**config.mk**
```make
export PLATFORM = sky130hd
export DESIGN_NAME = uart_frame_assembler
export DESIGN_NICKNAME = d
export VERILOG_FILES = /design/src/rtl/uart_frame_assembler.sv
export SDC_FILE = /design/constraint.sdc
export NUM_CORES = 1
export LEC_CHECK = 0
export ABC_AREA = 1
export CAP_MARGIN = 20
export CORE_UTILIZATION = 44
export DETAILED_ROUTE_END_ITERATION = 7
export SYNTH_ARGS = -nofsm -noshare
export SYNTH_HDL_FRONTEND = slang
export SYNTH_SLANG_ARGS = --single-unit
```
**constraint.sdc**
```tcl
create_clock -name clk -period 3 [get_ports clk]
set_input_delay 0.6 -clock clk [delete_from_list [all_inputs] [get_ports clk]]
set_output_delay 0.6 -clock clk [all_outputs]
set_load 0.01 [all_outputs]
```
**src/rtl/uart_frame_assembler.sv**
```systemverilog
// ---------------------------------------------------------------------------------------------
// uart_frame_assembler
//
// Collects bytes from a UART receiver into fixed-length frames of the form
//   SYNC_BYTE, payload[0] .. payload[NUM_BYTES-1], checksum
// where checksum is the XOR of all payload bytes. A frame whose checksum matches is
// presented on frame_data/frame_valid and held until the downstream handshake.
//
// Parameters
//   NUM_BYTES      payload bytes per frame (1..16)
//   SYNC_BYTE      frame start marker
//   TIMEOUT_CYCLES maximum idle cycles between bytes inside a frame (2..65535)
//
// Ports
//   clk          clock, all state changes on the rising edge
//   reset        synchronous active-low reset
//   rx_data      received byte, qualified by rx_enable
//   rx_enable    one-cycle strobe for rx_data
//   frame_data   assembled payload, first received byte in bits [7:0]
//   frame_valid  frame_data holds a checked frame
//   frame_ready  downstream accepts the frame when frame_valid is also high
//   chk_err      one-cycle pulse: checksum mismatch
//   timeout_err  one-cycle pulse: inter-byte timeout inside a frame
//   overrun      one-cycle pulse: byte dropped while a frame was held
//   busy         high whenever the assembler is not idle
//
// All outputs come straight from registers.
// ---------------------------------------------------------------------------------------------
module uart_frame_assembler #(
    parameter int unsigned NUM_BYTES      = 4,
    parameter logic [7:0]  SYNC_BYTE      = 8'hA5,
    parameter int unsigned TIMEOUT_CYCLES = 1000
) (
    input  logic                   clk,
    input  logic                   reset,
    input  logic [7:0]             rx_data,
    input  logic                   rx_enable,
    output logic [8*NUM_BYTES-1:0] frame_data,
    output logic                   frame_valid,
    input  logic                   frame_ready,
    output logic                   chk_err,
    output logic                   timeout_err,
    output logic                   overrun,
    output logic                   busy
);

    // Byte index needs at least one bit even for single-byte frames.
    localparam int unsigned IdxW = (NUM_BYTES > 1) ? $clog2(NUM_BYTES) : 1;
    localparam logic [IdxW-1:0] LastIdx = IdxW'(NUM_BYTES - 1);
    // Timeout fires on the edge at which the idle count would reach TIMEOUT_CYCLES.
    localparam logic [15:0] CntLast = 16'(TIMEOUT_CYCLES - 1);

    typedef enum logic [1:0] {
        StIdle,
        StPayload,
        StCheck,
        StHold
    } state_e;

    state_e                 state_q, state_d;
    logic [IdxW-1:0]        idx_q, idx_d;
    logic [7:0]             csum_q, csum_d;
    logic [15:0]            cnt_q, cnt_d;
    logic [8*NUM_BYTES-1:0] payload_q, payload_d;
    logic [8*NUM_BYTES-1:0] frame_data_q, frame_data_d;
    logic                   frame_valid_q, frame_valid_d;
    logic                   chk_err_q, chk_err_d;
    logic                   timeout_err_q, timeout_err_d;
    logic                   overrun_q, overrun_d;
    logic                   busy_q, busy_d;

    logic                   expiry;
    logic [15:0]            cnt_inc;

    // Saturating increment; the counter never wraps back to zero.
    assign cnt_inc = (cnt_q == 16'hFFFF) ? cnt_q : cnt_q + 16'd1;
    assign expiry  = (cnt_q == CntLast);

    always_comb begin
        state_d       = state_q;
        idx_d         = idx_q;
        csum_d        = csum_q;
        cnt_d         = cnt_q;
        payload_d     = payload_q;
        frame_data_d  = frame_data_q;
        chk_err_d     = 1'b0;
        timeout_err_d = 1'b0;
        overrun_d     = 1'b0;

        unique case (state_q)
            StIdle: begin
                cnt_d = '0;
                if (rx_enable && (rx_data == SYNC_BYTE)) begin
                    state_d = StPayload;
                    idx_d   = '0;
                    csum_d  = '0;
                end
            end

            StPayload: begin
                // A strobe on the expiry edge wins over the timeout.
                if (rx_enable) begin
                    for (int unsigned b = 0; b < NUM_BYTES; b++) begin
                        if (idx_q == IdxW'(b)) begin
                            payload_d[8*b +: 8] = rx_data;
                        end
                    end
                    csum_d = csum_q ^ rx_data;
                    cnt_d  = '0;
                    if (idx_q == LastIdx) begin
                        state_d = StCheck;
                        idx_d   = '0;
                    end else begin
                        idx_d = idx_q + 1'b1;
                    end
                end else if (expiry) begin
                    state_d       = StIdle;
                    timeout_err_d = 1'b1;
                    cnt_d         = '0;
                end else begin
                    cnt_d = cnt_inc;
                end
            end

            StCheck: begin
                if (rx_enable) begin
                    cnt_d = '0;
                    if (rx_data == csum_q) begin
                        state_d      = StHold;
                        frame_data_d = payload_q;
                    end else begin
                        // Previously presented frame_data is deliberately kept.
                        state_d   = StIdle;
                        chk_err_d = 1'b1;
                    end
                end else if (expiry) begin
                    state_d       = StIdle;
                    timeout_err_d = 1'b1;
                    cnt_d         = '0;
                end else begin
                    cnt_d = cnt_inc;
                end
            end

            StHold: begin
                cnt_d = '0;
                // Bytes are dropped here, even on the handshake edge, and never resync.
                if (rx_enable) begin
                    overrun_d = 1'b1;
                end
                if (frame_valid_q && frame_ready) begin
                    state_d = StIdle;
                end
            end

            default: begin
                state_d = StIdle;
                cnt_d   = '0;
            end
        endcase

        // Registered status tracks the state being entered.
        frame_valid_d = (state_d == StHold);
        busy_d        = (state_d != StIdle);
    end

    always_ff @(posedge clk) begin
        if (!reset) begin
            state_q       <= StIdle;
            idx_q         <= '0;
            csum_q        <= '0;
            cnt_q         <= '0;
            payload_q     <= '0;
            frame_data_q  <= '0;
            frame_valid_q <= 1'b0;
            chk_err_q     <= 1'b0;
            timeout_err_q <= 1'b0;
            overrun_q     <= 1'b0;
            busy_q        <= 1'b0;
        end else begin
            state_q       <= state_d;
            idx_q         <= idx_d;
            csum_q        <= csum_d;
            cnt_q         <= cnt_d;
            payload_q     <= payload_d;
            frame_data_q  <= frame_data_d;
            frame_valid_q <= frame_valid_d;
            chk_err_q     <= chk_err_d;
            timeout_err_q <= timeout_err_d;
            overrun_q     <= overrun_d;
            busy_q        <= busy_d;
        end
    end

    assign frame_data  = frame_data_q;
    assign frame_valid = frame_valid_q;
    assign chk_err     = chk_err_q;
    assign timeout_err = timeout_err_q;
    assign overrun     = overrun_q;
    assign busy        = busy_q;

endmodule

```
# Word level (Yosys, flattened, before mapping)
# Cells that the tools add are included.
op_classes:
  addsub: 2
  n_eq_ne: 14
  mux: 22
  bitwise_logic: 3
  reduce_logical: 17
op_table:
  columns: ["op", "n"]
  rows:
  - ["$mux 16", 3]
  - ["$pmux 16 s2", 1]
  - ["$reduce_and 3->1", 7]
  - ["$mux 2", 10]
  - ["$add 16x1->16 const B", 1]
  - ["$eq 16x10->1 const B", 1]
  - ["$eq 16x16->1 const B", 1]
  - ["$mux 8", 2]
  - ["$pmux 8 s2", 1]
  - ["$eq 2x2->1 const B", 5]
  - ["$eq 8x8->1", 1]
  - ["$eq 8x8->1 const B", 1]
  - ["$pmux 2 s4", 1]
  - ["$xor 8x8->8", 1]
  - ["$eq 2x1->1 const B", 2]
  - ["$logic_not 2->1", 2]
  - ["$ne 2x2->1 const B", 2]
  - ["$ne 4x4->1 const B", 1]
  - ["$pmux 2 s2", 1]
  - ["$reduce_bool 2->1", 2]
  - ["$reduce_or 2->1", 2]
  - ["$mux 1", 3]
  - ["$reduce_or 3->1", 1]
  - ["$add 2x1->2 const B", 1]
  - ["other kinds (3)", 5]
word_totals:
  reg_bits: 97
  in_bits: 12
  elab_cells: 72

# Depth between registers and ports, before layout
logic_depth:
  word_depth: 5
  mapped_depth: 13
  ltp_nobuf: 13

# Worst setup path before layout
# Ideal clock, no wire load.
synth_path:
  path_type: "register to register"
  start: "register state_q[0]"
  end: "register cnt_q[7]"
  setup_ns: 0.056
  t_arrival_ns: 1.711
  required_time_ns: 2.944
  setup_slack_ns: 1.233
  stages_incl_launch_ff: 12
  cell_sequence: "dfxtp_1 -> inv_1 -> ha_1 -> clkbuf_1 -> nand2_1 -> inv_1 -> nand2_1 -> nor2_1 -> inv_1 -> nor2_1 -> nand2_1 -> inv_1"
synth_between:
  elab_chain_cells: 3
  elab_cells_between_ends: 8
synth_rtl:
  columns: ["item", "line_no", "rtl"]
  rows:
  - ["from (decl)", "60", "state_e state_q, state_d;"]
  - ["from (signal assigned)", "169", "state_q <= StIdle;"]
  - ["from (signal assigned)", "181", "state_q <= state_d;"]
  - ["$eq 2x2->1 (tied with other cells)", "90", "unique case (state_q)"]
  - ["$reduce_or 2->1 (no line)", null, null]
  - ["$ne 4x4->1 (no line) / $pmux 16 s2 (equally long branches)", null, null]
  - ["to (signal assigned)", "184", "cnt_q <= cnt_d;"]
  - ["to (decl)", "63", "logic [15:0] cnt_q, cnt_d;"]
# Several ways; a longest one is shown, not always the timed one.
# A chain may end at the register's enable or synchronous reset.

# Worst setup path in the final report
layout_path:
  start: "input port rx_data[3]"
  end: "register frame_data_q[6], in the netlist frame_data[6]"
layout_between:
  elab_chain_cells: 2
layout_rtl:
  columns: ["item", "line_no", "rtl"]
  rows:
  - ["from (decl)", "36", "input logic [7:0] rx_data,"]
  - ["$eq 8x8->1", "128", "if (rx_data == csum_q) begin"]
  - ["$reduce_and 3->1 (no line)", null, null]
  - ["to (signal assigned)", "186", "frame_data_q <= frame_data_d;"]
  - ["to (decl)", "65", "logic [8*NUM_BYTES-1:0] frame_data_q, frame_data_d;"]
# No other way between the ends.

==> impl_metrics.json <==
{
  "drcViolationCount": 0,
  "r2r-start": "state_q[1]$_SDFF_PN0_",
  "num_vias": 3724,
  "fmax_ghz": 0.464,
  "io_pins": 49,
  "antenna_found_initial": 0,
  "rsz0062_at_grt": "false",
  "pwr-share-clk": 0.297,
  "max_slew.worst_pin.slew_ps": 636,
  "grt_overflow": 0,
  "hpwl_mm": 7.05,
  "cts_tree": "built",
  "dieWidth_um": 102,
  "antenna_cells": 0,
  "synth_top_family_by_area": "compound AO/OA/AOI/OAI gates",
  "yosysUniqueCellTypes": 34,
  "period_minus_slack_ps": 2160,
  "nets": 628,
  "synthXorXnorAreaFrac": 0.00201,
  "power_leakage_nw": 1.97,
  "synth-async-reset-ratio": 0,
  "ctsResizeCount": 0,
  "hold_buffers": 0,
  "core.rowCount": 35,
  "power_density_nw_per_um2": 537,
  "finalHoldViolCount": 0,
  "cap_violations": 0,
  "first_iter_violations": 99,
  "numPortBuffers": 48,
  "period_share": 0.719,
  "yosys.area_share.simple": 0.187,
  "post_route_cells_drive_above_1_share": 0.136,
  "pwr-share-comb": 0.194,
  "placed_area_um2": 4970,
  "setup.worst_path.end_class": "register",
  "tns_ps": 0,
  "finalMaxSlewViolations": 0,
  "syn_inst": 559,
  "startpoint_type": "input port",
  "crit_required_ps": 3310,
  "grt_max_degree": 74,
  "synth-seq-cells": 97,
  "dp.cells": 724,
  "hold_class": "reg2reg",
  "die_h_um": 102,
  "synth-compound-area-share": 0.231,
  "grt_pass1_vias": 3540,
  "fin_area_um2": 5150,
  "drt_wl_total_mm": 10.1,
  "fin_util": 0.547,
  "seq_area_frac_synth": 0.445,
  "switching_share": 0.326,
  "initial_core_util": 0.464,
  "coreArea_um2": 9420,
  "die_area_um2": 10300,
  "grt_pass1_wl_mm": 16.8,
  "startpoint": "rx_data[3]",
  "max_slew_margin": 0.576,
  "cts_sinks": 97,
  "internal-power_w": 0.00187,
  "cts_root_buf": "clkbuf_8",
  "layout.cells.non_filler": 740,
  "fillCellCount": 903,
  "ys.flop_type": "dfxtp_1",
  "yosys-mux-area-fraction": 0,
  "hold_start": "payload_q[17]$_SDFFE_PN0P_",
  "synth_edf_count": 0,
  "synthToLayoutAreaGrowth_pct": 18.0,
  "cts_max_level": 3,
  "p_seq_frac": 0.509,
  "clock_latency_ps": 370,
  "power_w": 0.00277,
  "ant_nets": 0,
  "skew_ps": 22.2,
  "clk_pin_slew_ps": 120,
  "clockBufferDepth": 2,
  "crit_arrival_ps": 2460,
  "finalSetupViolations": 0,
  "synth_fp_nets": 581,
  "cp_max_fo": 32,
  "wl_per_cell_um": 13.7,
  "p_sw_w": 0.000900,
  "status": "complete, no violations",
  "post-cts-setup-buffer-count": 0,
  "synth.avg_cell_area_um2": 7.81,
  "ir_worst_vdd_mv": 0.237,
  "yosys_warnings": 0,
  "viasPerCell": 5.03,
  "firstDrtPassIters": 4,
  "gp_congestion": 0.918,
  "grtUsageTotal": 0.208,
  "worst-setup-path-type": "in2reg",
  "synth_fa_ha_area_frac": 0.0287,
  "syn_area_um2": 4370,
  "cts_buffers": 9
}
## cell usage after synthesis, drive strengths merged (3+ instances only)
| cell | n | area [um^2] |
|---|---|---|
| a21oi | 85 | 534 |
| a31oi | 3 | 18.8 |
| buf | 12 | 105 |
| clkbuf | 12 | 45.0 |
| dfxtp | 97 | 1940 |
| ha | 10 | 125 |
| inv | 82 | 308 |
| nand2 | 83 | 322 |
| nand3 | 15 | 75.1 |
| nand4 | 15 | 100 |
| nor2 | 40 | 189 |
| nor3 | 13 | 92.6 |
| o21ai | 81 | 413 |
## kinds of logic after synthesis
| logic type | Yosys count |
|---|---|
| AOI/OAI and AO/OA | 173 |
| adders and majority gates | 10 |
| xor gates and xnor gates | 1 |
| buffers and inverters | 108 |
| and+or+nand+nor | 170 |
| DFF | 97 |
## per-stage QoR
step | hold WS (ps) | worst slack, ps
final | 448 | 843
after global routing | 452 | 638
after CTS | 451 | 839
after detailed placement | 446 | 469
after global placement | 440 | 485
after floorplan | 427 | 1230
## per-layer routing
metal | share of wire | vias to the layer above | GRT usage
met2 | 0.47 | 61 | 0.351
met4 | 0.015 | 0 | 0.0713
met3 | 0.029 | 11 | 0.0283
met5 | 0 | - | 0
met1 | 0.48 | 1713 | 0.272
li1 | - | 1939 | -
## worst max-delay path, stage by stage
cell and delay (ps):
clkdlybuf4s50_1 650, nand2_1 90, nand2_1 100, nand2_1 50
nor2_1 170, nand2_2 140, nor3_4 170, buf_12 220
o21ai_1 100, a21oi_2 150
## final timing paths
check / slack (ps) / cells after the start / endpoint
max reg2reg: 860 / 10 / cnt_q[7]$_SDFFE_PN0P_
min reg2reg: 450 / 2 / frame_data[17]$_SDFFE_PN0P_
max: 840 / 10 / frame_data[6]$_SDFFE_PN0P_
min: 450 / 2 / frame_data[17]$_SDFFE_PN0P_
## layout make-up
class | instances | area [um^2] | area share
clock inverter | 7 | 61.3 | 0.0119
tap | 129 | 161 | 0.0313
clock buffer | 9 | 124 | 0.0240
sequential | 97 | 1940 | 0.377
timing repair buffer | 60 | 591 | 0.115
inverter | 84 | 315 | 0.0612
multi-input combinational | 354 | 1960 | 0.380
## state kept, by name (all words and copies together), names as in the netlist, 2 cells and up
name,count
cnt_q,16
csum_q,8
frame_data,32
idx_q,2
payload_q,32
state_q,2
## power groups by stage
stage | logic [W] | registers (W) | clock network (W)
global route | 0.000612 | 0.00142 | 0.000894
finish | 0.000537 | 0.00141 | 0.000821
global placement | 0.000526 | 0.00144 | 0
CTS | 0.000537 | 0.00141 | 0.000840
floorplan | 0.000389 | 0.00143 | 0
detailed placement | 0.000534 | 0.00144 | 0
## cell usage in the layout, fill, tap and decap left out, types with 10 or more instances in the layout
cell             instances
dfxtp_1                 97
nand2_1                 79
inv_1                   78
a21oi_1                 56
o21ai_0                 50
clkdlybuf4s50_1         47
nor2_1                  34
o21ai_1                 29
a21oi_2                 29
nand3_1                 15
nand4_1                 14
nor3_1                  10
ha_1                    10
buf_4                   10
Power figures use the tool's default switching activity.
